==> src/rtl/control_pkg.sv <==
// Shared encodings for the multi-cycle controller, ALU control and datapath:
// FSM states, opcodes, ALU operand selects and the packed control vector.
package control_pkg;

    typedef enum logic [3:0] {
        IDLE      = 4'd0,
        FETCH     = 4'd1,
        DECODE    = 4'd2,
        MEM_ADDR  = 4'd3,
        MEM_READ  = 4'd4,
        MEM_WB    = 4'd5,
        MEM_WRITE = 4'd6,
        EXECUTE   = 4'd7,
        ALU_WB    = 4'd8,
        BRANCH    = 4'd9,
        ILLEGAL   = 4'd10
    } stateT;

    localparam logic [6:0] OPC_RTYPE = 7'b0110011;
    localparam logic [6:0] OPC_LD    = 7'b0000011;
    localparam logic [6:0] OPC_SD    = 7'b0100011;
    localparam logic [6:0] OPC_BEQ   = 7'b1100011;

    localparam logic [1:0] ALUOP_ADD   = 2'b00;
    localparam logic [1:0] ALUOP_SUB   = 2'b01;
    localparam logic [1:0] ALUOP_FUNCT = 2'b10;

    localparam logic [1:0] SRCA_PC    = 2'b00;
    localparam logic [1:0] SRCA_RS1   = 2'b01;
    localparam logic [1:0] SRCA_OLDPC = 2'b10;

    localparam logic [1:0] SRCB_RS2    = 2'b00;
    localparam logic [1:0] SRCB_FOUR   = 2'b01;
    localparam logic [1:0] SRCB_IMM    = 2'b10;
    localparam logic [1:0] SRCB_IMMSH1 = 2'b11;

    typedef struct packed {
        logic       pcWrite;
        logic       pcWriteCond;
        logic       pcSource;
        logic       iorD;
        logic       memRead;
        logic       memWrite;
        logic       irWrite;
        logic       memToReg;
        logic       regWrite;
        logic [1:0] aluSrcA;
        logic [1:0] aluSrcB;
        logic [1:0] aluOp;
        logic       illegal;
    } ctrlT;

    localparam ctrlT CTRL_NONE = '0;

    // States that hold their memory request until memReady is seen.
    function automatic logic isWaitState(input stateT s);
        return (s == FETCH) || (s == MEM_READ) || (s == MEM_WRITE);
    endfunction

endpackage

==> src/rtl/multicycle_output_decode.sv <==
// Combinational map from controller state (plus memory ready, for the
// Mealy fetch strobes) to the datapath control vector.
module multicycle_output_decode
    import control_pkg::*;
(
    input  stateT state,
    input  logic  memReady,
    output ctrlT  ctrl
);

    always_comb begin
        ctrl = CTRL_NONE;
        case (state)
            FETCH: begin
                ctrl.memRead  = 1'b1;
                ctrl.iorD     = 1'b0;
                ctrl.aluSrcA  = SRCA_PC;
                ctrl.aluSrcB  = SRCB_FOUR;
                ctrl.aluOp    = ALUOP_ADD;
                ctrl.pcSource = 1'b0;
                ctrl.irWrite  = memReady;
                ctrl.pcWrite  = memReady;
            end
            DECODE: begin
                ctrl.aluSrcA = SRCA_OLDPC;
                ctrl.aluSrcB = SRCB_IMMSH1;
                ctrl.aluOp   = ALUOP_ADD;
            end
            MEM_ADDR: begin
                ctrl.aluSrcA = SRCA_RS1;
                ctrl.aluSrcB = SRCB_IMM;
                ctrl.aluOp   = ALUOP_ADD;
            end
            MEM_READ: begin
                ctrl.memRead = 1'b1;
                ctrl.iorD    = 1'b1;
            end
            MEM_WB: begin
                ctrl.regWrite = 1'b1;
                ctrl.memToReg = 1'b1;
            end
            MEM_WRITE: begin
                ctrl.memWrite = 1'b1;
                ctrl.iorD     = 1'b1;
            end
            EXECUTE: begin
                ctrl.aluSrcA = SRCA_RS1;
                ctrl.aluSrcB = SRCB_RS2;
                ctrl.aluOp   = ALUOP_FUNCT;
            end
            ALU_WB: begin
                ctrl.regWrite = 1'b1;
                ctrl.memToReg = 1'b0;
            end
            BRANCH: begin
                ctrl.aluSrcA     = SRCA_RS1;
                ctrl.aluSrcB     = SRCB_RS2;
                ctrl.aluOp       = ALUOP_SUB;
                ctrl.pcWriteCond = 1'b1;
                ctrl.pcSource    = 1'b1;
            end
            ILLEGAL: begin
                ctrl.illegal = 1'b1;
            end
            default: ctrl = CTRL_NONE;
        endcase
    end

endmodule

==> src/rtl/multicycle_control.sv <==
// Multi-cycle main controller (R-type, ld, sd, beq) with memory handshake.
// Optional MCC_PERF_EN adds retired-instruction and stall counters.
module multicycle_control
    import control_pkg::*;
#(
`ifdef MCC_PERF_EN
    parameter int CNT_WIDTH    = 32,
`endif
    parameter bit ILLEGAL_HALT = 1'b1
) (
    input  logic       clockInput,
    input  logic       resetInput,
    input  logic [6:0] opcodeInput,
    input  logic       memReadyInput,
    output logic       pcWriteOutput,
    output logic       pcWriteCondOutput,
    output logic       pcSourceOutput,
    output logic       iorDOutput,
    output logic       memReadOutput,
    output logic       memWriteOutput,
    output logic       irWriteOutput,
    output logic       memToRegOutput,
    output logic       regWriteOutput,
    output logic [1:0] aluSrcAOutput,
    output logic [1:0] aluSrcBOutput,
    output logic [1:0] aluOpOutput,
    output logic       illegalOutput,
`ifdef MCC_PERF_EN
    output logic [CNT_WIDTH-1:0] retiredOutput,
    output logic [CNT_WIDTH-1:0] stallOutput,
`endif
    output logic [3:0] stateOutput
);

    stateT state;
    stateT stateNext;
    ctrlT  ctrl;

    always_ff @(posedge clockInput or posedge resetInput) begin
        if (resetInput) begin
            state <= IDLE;
        end else begin
            state <= stateNext;
        end
    end

    always_comb begin
        stateNext = state;
        case (state)
            IDLE: stateNext = FETCH;
            FETCH: begin
                if (memReadyInput) stateNext = DECODE;
            end
            DECODE: begin
                case (opcodeInput)
                    OPC_LD, OPC_SD: stateNext = MEM_ADDR;
                    OPC_RTYPE:      stateNext = EXECUTE;
                    OPC_BEQ:        stateNext = BRANCH;
                    default:        stateNext = ILLEGAL;
                endcase
            end
            MEM_ADDR: begin
                stateNext = (opcodeInput == OPC_SD) ? MEM_WRITE : MEM_READ;
            end
            MEM_READ: begin
                if (memReadyInput) stateNext = MEM_WB;
            end
            MEM_WB: stateNext = FETCH;
            MEM_WRITE: begin
                if (memReadyInput) stateNext = FETCH;
            end
            EXECUTE: stateNext = ALU_WB;
            ALU_WB:  stateNext = FETCH;
            BRANCH:  stateNext = FETCH;
            ILLEGAL: stateNext = ILLEGAL_HALT ? ILLEGAL : FETCH;
            default: stateNext = FETCH;
        endcase
    end

    multicycle_output_decode u_decode (
        .state    (state),
        .memReady (memReadyInput),
        .ctrl     (ctrl)
    );

    assign pcWriteOutput     = ctrl.pcWrite;
    assign pcWriteCondOutput = ctrl.pcWriteCond;
    assign pcSourceOutput    = ctrl.pcSource;
    assign iorDOutput        = ctrl.iorD;
    assign memReadOutput     = ctrl.memRead;
    assign memWriteOutput    = ctrl.memWrite;
    assign irWriteOutput     = ctrl.irWrite;
    assign memToRegOutput    = ctrl.memToReg;
    assign regWriteOutput    = ctrl.regWrite;
    assign aluSrcAOutput     = ctrl.aluSrcA;
    assign aluSrcBOutput     = ctrl.aluSrcB;
    assign aluOpOutput       = ctrl.aluOp;
    assign illegalOutput     = ctrl.illegal;
    assign stateOutput       = state;

`ifdef MCC_PERF_EN
    localparam logic [CNT_WIDTH-1:0] CNT_ONE = {{(CNT_WIDTH-1){1'b0}}, 1'b1};

    logic retireEvent;
    logic stallEvent;

    // A store retires on the cycle its write is accepted, not on entry.
    assign retireEvent = (state == MEM_WB) || (state == ALU_WB) ||
                         (state == BRANCH) ||
                         ((state == MEM_WRITE) && memReadyInput);
    assign stallEvent  = isWaitState(state) && !memReadyInput;

    always_ff @(posedge clockInput or posedge resetInput) begin
        if (resetInput) begin
            retiredOutput <= '0;
            stallOutput   <= '0;
        end else begin
            if (retireEvent) retiredOutput <= retiredOutput + CNT_ONE;
            if (stallEvent)  stallOutput   <= stallOutput + CNT_ONE;
        end
    end
`endif

endmodule

==> config.mk <==
export PLATFORM = sky130hd
export DESIGN_NAME = multicycle_control
export DESIGN_NICKNAME = d
export VERILOG_FILES = /design/src/rtl/control_pkg.sv /design/src/rtl/multicycle_output_decode.sv /design/src/rtl/multicycle_control.sv
export SDC_FILE = /design/constraint.sdc
export NUM_CORES = 1
export LEC_CHECK = 0
export CORE_MARGIN = 3
export CORE_UTILIZATION = 31
export DETAILED_ROUTE_END_ITERATION = 10
export PLACE_DENSITY = 0.79
export SYNTH_ARGS = -nofsm -noshare
export SYNTH_HDL_FRONTEND = slang
export SYNTH_HIERARCHICAL = 1
export SYNTH_SLANG_ARGS = --single-unit
==> constraint.sdc <==
create_clock -name clockInput -period 1.5 [get_ports clockInput]
set_input_delay 0.375 -clock clockInput [delete_from_list [all_inputs] [get_ports clockInput]]
set_output_delay 0.375 -clock clockInput [all_outputs]
set_load 0.01 [all_outputs]
==> metrics.yaml, run 1 <==
hp-class: "input port to asynchronous set/reset pin"
grt_pass1_vias: 683
synth-simple-area-share_pct: 37.7
pwr-share-seq_pct: 11.6
period_minus_slack_ps: 1820
violations: "setup timing"
yosys.area.top_type: "dfrtp_1"
final-hold-violation-count: 0
synth_edf_count: 0
synth_compound_area_share_pct: 23.8
hpwl_um: 1290
comb_power_share_pct: 80.5
start_kind: "flop"
fmax_ghz: 0.549
first_pass_iters: 4
track_usage_pct: 20.7
fp.dieW_um: 44.6
vdd_drop_max_v: 0.000920
skew_ps: 3.13
swShare_pct: 43.9
layout_setup_ws_ps: -321
internal-power_mw: 1.14
slowest_delay_ps: 570
path_cells: "or4b_4 > o21ai_4 > buf_6"
area_growth_pct: 138
crit_slowest_cell: "or4b_4"
core_area_um2: 1350
use_met3_pct: 2.03
fp-row-count: 13
antennaDiodeCount: 0
gp_congestion: 0.868
cts.htree.levels: 1
cts_buffer_depth: 2
overflow: 0
critPathArrivalTime_ps: 1450
vias_per_cell: 5.75
layout_commonest_cell: "buf_6"
yosys-mux-area-fraction_pct: 0
largest_reg_flops: 4
synth_top_area_share_pct: 21.7
power_density_nw_per_um2: 1860
crit_family: "simple AND/OR/NAND/NOR gates"
cts_root_buffer: "clkbuf_4"
synth_flop_cell: "dfrtp_1"
cts_buffers: 3
pin_count: 30
report.final.slew_viol_count: 0
drv_cap: 0
top_usage_layer: "met2"
power_mw: 2.04
grt_pass1_wl_um: 2960
fin_nets: 126
relSlewSlack_pct: 80.0
totalWireLength_um: 2420
setup_violations: 19
synth_area_leaders: "dfrtp_1, and4bb_2, o21ai_0"
vias: 748
yosys_warnings: 6
synth_fa_ha_area_share_pct: 2.17
ys_types: 33
synth_area_per_cell_um2: 7.83
wl_per_cell_um: 18.6
synth_nets: 69
drtIter0Drc: 41
syn_area_um2: 462
initial_core_util_pct: 34.2
p_switching_mw: 0.897
final_cell_mix: "buf_6, buf_2, buf_4, clkdlybuf4s50_1"
pwr-share-clk_pct: 7.9
fin_hold_ws_ps: 324
drt.antenna.violating_nets: 0
antenna_found_initial: 0
ys_seq_area_share_pct: 21.7
fin_crit_sh_pct: 121
clkLatencyLatePin_ps: 250
status: "finished, violations left"
grt_start_max_net_pins: 11
cp_num_buf_inv: 1
endpoint_kind: "output port"
use_met2_pct: 35.8
die_area_um2: 1990
met1_usage_pct: 23.7
cts_tree: "built"
drc: 0
path_clk_slew_ps: 50
ys_seq_elements: 4
synth_xor_area_share_pct: 1.90
place.port_buffers: 29
clock-sinks: 4
tightest_slew_ps: 299
synth_cells: 59
critPathKind: "flop to output port"
layout-drive-gt1-share_pct: 69.6
path_max_fanout: 3
rsz0062_at_grt: "true"
p_leak_nw: 0.498
synthArstFlopShare_pct: 100
required_ps: 1120
die_y_um: 44.6
synth_top_family_by_area: "simple AND/OR/NAND/NOR gates"
==> area by class of cell <==
cell class | count | area (um^2)
Fill cell | 80 | 251
Tap cell | 15 | 18.8
Timing Repair Buffer | 58 | 510
Multi-Input combinational cell | 44 | 419
Sequential cell | 4 | 105
Inverter | 5 | 18.8
Clock buffer | 4 | 26.3
==> final timing paths <==
path | start | end | slack (ps) | depth (start not counted)
worst min-delay path | resetInput | stateOutput[0] | 320 | 2
max in group asynchronous | resetInput | stateOutput[3] | 990 | 2
worst max-delay path | stateOutput[2] | regWriteOutput | -320 | 3
min in group clockInput | opcodeInput[1] | stateOutput[2] | 830 | 5
worst min register to register | stateOutput[3] | stateOutput[2] | 900 | 4
worst max register to register | stateOutput[3] | stateOutput[1] | -270 | 4
==> metal layers <==
layer	vias up	wire [um]
met5	-	0
met4	0	44
met3	6	69
met2	32	1340
met1	381	962
li1	329	-
==> synthesized netlist by cell type (2+ instances only) <==
cell type  count
a211oi_1       2
a31oi_1        2
and4bb_2       2
buf_2          2
buf_4          2
dfrtp_1        4
inv_1          5
nand2_1        3
nand2b_1       3
nor2_1         5
nor3_1         3
o21ai_0        4
or2b_1         2
==> worst reg2reg max path, stage by stage, from the launching register on <==
cell and delay, ps:
dfrtp_2 450, buf_6 140, or4_4 480, or4_1 450, o211ai_1 140
==> logic make-up after synthesis <==
family	after synthesis
adder cells (fa/ha/maj)	1
AND/OR/NAND/NOR	26
flip-flops	4
XOR/XNOR	1
buffers and inverters	11
AO/OA/AOI/OAI	16
==> through the flow <==
| stage | worst slack [ps] | util (%) | TNS [ps] | std cells | cell area (um^2) |
|---|---|---|---|---|---|
| after floorplan | -71.1 | - | -202 | 59 | 500 |
| after global placement | -498 | 66.0 | -7040 | 114 | 891 |
| after detailed placement | -517 | 66.0 | -7230 | 114 | 891 |
| after CTS | -297 | 73.8 | -3530 | 126 | 996 |
| after global routing | -340 | 81.4 | -4590 | 130 | 1100 |
| final | -321 | 81.4 | -3870 | 130 | 1100 |
==> repair_timing <==
| item | 4_1_cts | 5_1_grt |
|---|---|---|
| hold buffers | 0 | 0 |
| pin swaps | 10 | 8 |
| gates resized for setup | 101 | 28 |
| hold endpoints to repair | 0 | 0 |
| setup endpoints to repair | 23 | 23 |
| buffers inserted | 8 | 4 |
==> power groups by stage <==
stage | combinational (mW) | sequential [mW] | clock, mW
2_1_floorplan | 0.596 | 0.241 | 0
3_3_place_gp | 1.19 | 0.218 | 0
3_5_place_dp | 1.22 | 0.217 | 0
4_1_cts | 1.34 | 0.226 | 0.158
5_1_grt | 1.71 | 0.244 | 0.169
6_report | 1.64 | 0.238 | 0.161
Note: power is estimated with default switching activity, not from simulation.
==> run 2, diff against run 1 <==
ABC_CLOCK_PERIOD_IN_PS = 1500   (was not set)
==> results of run 2 <==
No change in the layout: final DEF, timing and power equal those of run 1.
==> run 3, diff against run 2 <==
CORE_MARGIN = not set   (was 3)
==> run 3 against run 2 <==
The flow still finishes with violations (setup timing); combinational power fell by 9%; power fell by 9.6%; final cell count fell by 4.6%; count of clock-buffer cells in the layout did not move; clock power fell by 6%; critical path type unchanged; critical endpoint unchanged.
==> metrics.yaml, run 3 (synthesis results as in run 1) <==
status: "finished, violations left"
violations: "setup timing"
period_minus_slack_ps: 1760  # -65.5 ps
report.final.slew_viol_count: 0  # unchanged
drv_cap: 0  # unchanged
path_max_fanout: 4  # +1
power_mw: 1.85  # -9.6%
hp-class: "input port to asynchronous set/reset pin"
fmax_ghz: 0.570  # +3.7%
start_kind: "flop"
drtIter0Drc: 19  # -54%
cts_root_buffer: "clkbuf_4"
dp_slack_ps: -582  # -64.7 ps
die_y_um: 40.6  # -9.0%
initial_core_util_pct: 34.2  # unchanged
tightest_slew_ps: 277  # -22.3 ps
first_pass_iters: 4  # unchanged
track_usage_pct: 23.5  # +2.8 points
relSlewSlack_pct: 81.4  # +1.4 points
critPathArrivalTime_ps: 1380  # -70 ps
cp_num_buf_inv: 1  # unchanged
endpoint_kind: "output port"
layout-drive-gt1-share_pct: 62.4  # -7.2 points
fin_hold_ws_ps: 320  # -4.19 ps
pin_count: 30  # unchanged
gp_congestion: 0.833  # -4.1%
largest_reg_flops: 4  # unchanged
rsz0062_at_grt: "true"
top_usage_layer: "met2"
drt.antenna.violating_nets: 0  # unchanged
fp.dieW_um: 40.6  # -9.0%
hpwl_um: 1230  # -4.6%
fp-row-count: 13  # unchanged
area_growth_pct: 123
holdBufCountCts: 0  # unchanged
skew_ps: 12.2  # +9.10 ps
power_density_nw_per_um2: 1790  # -3.5%
setup_violations: 19  # unchanged
vias_per_cell: 5.38  # -6.5%
ff2ff_path_depth: 4  # unchanged
final_cell_mix: "buf_6, buf_2, buf_4, clkdlybuf4s50_1, inv_1"
cts_tree: "built"
overflow: 0  # unchanged
vdd_drop_max_v: 0.000920  # about the same
finalSetupTns_ps: -3020  # +853 ps
fin_crit_sh_pct: 117  # -4.4 points
grt_start_max_net_pins: 11  # unchanged
grt_pass1_vias: 573  # -16%
path_clk_slew_ps: 50  # about the same
use_met3_pct: 2.78  # +0.75 points
layout_setup_ws_ps: -255  # +65.5 ps
antennaDiodeCount: 0  # unchanged
fin_nets: 120  # -4.8%
totalWireLength_um: 1920  # -21%
core_area_um2: 1350  # unchanged
cts_buffer_depth: 2  # unchanged
clock-sinks: 4  # unchanged
crit_family: "simple AND/OR/NAND/NOR gates"
place.port_buffers: 29  # unchanged
wl_per_cell_um: 15.5  # -17%
layout_commonest_cell: "buf_6"
path_cells: "or4b_4 > o21ai_4 > buf_6"
p_leak_nw: 0.472  # -5.2%
met1_usage_pct: 27.2  # +3.5 points
required_ps: 1120  # about the same
critPathKind: "flop to output port"
cts_buffers: 3  # unchanged
use_met2_pct: 38.5  # +2.7 points
timing.rr.end: "stateOutput[1]"
drc: 0  # unchanged
grt_pass1_wl_um: 2490  # -16%
slowest_delay_ps: 520  # -50 ps
ff2ff_setup_slack_ps: -140  # +130 ps
cts.htree.levels: 1  # unchanged
clkLatencyLatePin_ps: 240  # about the same
crit_slowest_cell: "or4b_4"
die_area_um2: 1650  # -17%
vias: 667  # -11%
final-hold-violation-count: 0  # unchanged
r2r_start: "stateOutput[3]"
antenna_found_initial: 0  # unchanged
run 3: changes by cell type in the layout (fill, tap and decap cells not counted), sizes merged:
cell         change
clkbuf           -1
dlygate4sd2      +1
buf              -6
run 3: what timing repair did:
action	CTS	global route
hold endpoints to repair	0	0
gates resized for setup	102	13
buffers inserted	5	2
setup endpoints to repair	24	21
pin swaps	6	2
gates cloned	0	0
run 3: through the flow:
stage / cell area [um^2] / util (%) / std cells
after global placement: 883 / 65.4 / 113
final: 1030 / 76.3 / 124
after floorplan: 500 / - / 59
after detailed placement: 883 / 65.4 / 113
after global routing: 1030 / 76.3 / 124
after CTS: 955 / 70.7 / 122
run 3: routing by layer:
metal	share of wire [%]	vias up
met2	54	21
met1	39	326
met4	2.2	0
met5	0	-
met3	4.1	6
li1	-	314
run 3: power breakdown:
group	internal (mW)	switching (mW)
sequential	0.156	0.0472
combinational	0.797	0.696
clock	0.100	0.0511
run 3: how the worst max path moves through the flow:
stage / to / from / slack [ps] / depth (start not counted)
final: regWriteOutput / stateOutput[1] / -260 / 3
after floorplan: stateOutput[1] / stateOutput[3] / -70 / 3
after global placement: irWriteOutput / memReadyInput / -490 / 3
after detailed placement: irWriteOutput / memReadyInput / -580 / 3
after CTS: regWriteOutput / stateOutput[1] / -250 / 3
after global routing: aluSrcAOutput[0] / stateOutput[3] / -290 / 4
run 3: layout make-up:
| type | instances | area (um^2) |
|---|---|---|
| clock buffer | 4 | 26.3 |
| inverter | 5 | 18.8 |
| multi-input combinational | 44 | 407 |
| fill | 87 | 320 |
| tap | 15 | 18.8 |
| sequential | 4 | 103 |
| timing repair buffer | 52 | 457 |
==> edit, RTL diff (flow settings as in run 3) <==
Change the parameter `ILLEGAL_HALT` from 1'b1 to 1'b0.
--- a/src/rtl/multicycle_control.sv
+++ b/src/rtl/multicycle_control.sv
@@ -8,3 +8,3 @@
 `endif
-    parameter bit ILLEGAL_HALT = 1'b1
+    parameter bit ILLEGAL_HALT = 1'b0
 ) (
Behaviour: not the same (a bounded check fails within 10 cycles, from zero or initial values and one cycle with resetInput high).
==> edit against run 3 <==
  * Maximum frequency shrank 0.86%
  * Largest power group unchanged
  * Total power grew 2.7%
  * Cell area shrank 4.4%
  * Synthesized area grew 1.1%
  * Highest routed layer is now met3
  * Sequential cell count is the same
  * The run still ends with setup timing left
  * Setup slack lost 0.015 ns
  * Routed wire length shrank 16%
  * Sequential power grew 14%
==> edit: results (changes against run 3) <==
| Metric | Value |
|---|---|
| Inverters | 2 (-3) |
| Multi-input gate area | 395.4 um2 (-2.8%) |
| FF/Latch Area | 105.1 um2 (+2.4%) |
| Vias post-DR | 641 (-3.9%) |
| Placed inst area | 885.9 um2 (+0.28%) |
| Post-detail-place hpwl | 1114 um (-9.3%) |
| Outcome | finished with violations |
| Layout area overhead | 111.0% |
| FF+latch count | 4 (unchanged) |
| PD cells | 1926 mW/mm2 (+7.4%) |
| Final setup violation count | 17 (-2) |
| Layout cell share with drive strength beyond 1 | 0.5727 (-0.05113) |
| Register area share after synthesis | 0.2145 (-0.002325) |
| Worst Path Max Fanout | 3 (-1) |
| Met2 usage | 0.4102 (+0.02524) |
| Post-synth top cells | nor2_1, nand2_1, dfrtp_1, nand2b_1 |
| Resized cells post-CTS | 94 (-7.8%) |
| Setup Skew | 0.002466 ns (-0.009766 ns) |
| R2R setup slack | -0.09 ns (+0.05 ns) |
| Yosys cell types | 29 (-12%) |
| Clk cell area share | 0.02668 (+0.001167) |
| Tot GR Track Use | 0.2120 (-0.02301) |
| LEAKAGE | 0.0004635 uW (-1.8%) |
| Failing checks | setup timing |
| WHS | 0.3266 ns (+0.006694 ns) |
| Routed WL | 1608 um (-16%) |
| #MultiIn Comb | 48 (+9.1%) |
| WL met1 | 639 um (-15%) |
| Post-route setup slack | -0.2704 ns (-0.01514 ns) |
## edit: cell count changes after synthesis, moves of 2 or more
| cell | run 3 | this run |
|---|---|---|
| a21oi_1 | 0 | 2 |
| inv_1 | 5 | 2 |
| nand2_1 | 3 | 6 |
| nor2_1 | 5 | 10 |
| nor2b_1 | 1 | 3 |
| o21ai_0 | 4 | 0 |
## edit: cells by family (layout without fill, tap and decap cells)
group	Yosys count	after routing	share of synthesized area
buf+inv	7	58	0.09383
mux	1	1	0.02145
flops	4	4	0.2145
xor+xnor	1	1	0.01877
simple gates	35	35	0.4799
compound gates	11	11	0.1716
## edit: worst max path at each step
stage	startpoint	to	cells past startpoint
final	stateOutput[0]$_DFFE_PP0P_	regWriteOutput	3
after detailed placement	memReadyInput	pcWriteOutput	3
after CTS	stateOutput[0]$_DFFE_PP0P_	regWriteOutput	3
after global routing	stateOutput[0]$_DFFE_PP0P_	regWriteOutput	3
after floorplan	stateOutput[2]$_DFFE_PP0P_	regWriteOutput	3
after global placement	memReadyInput	pcWriteOutput	3
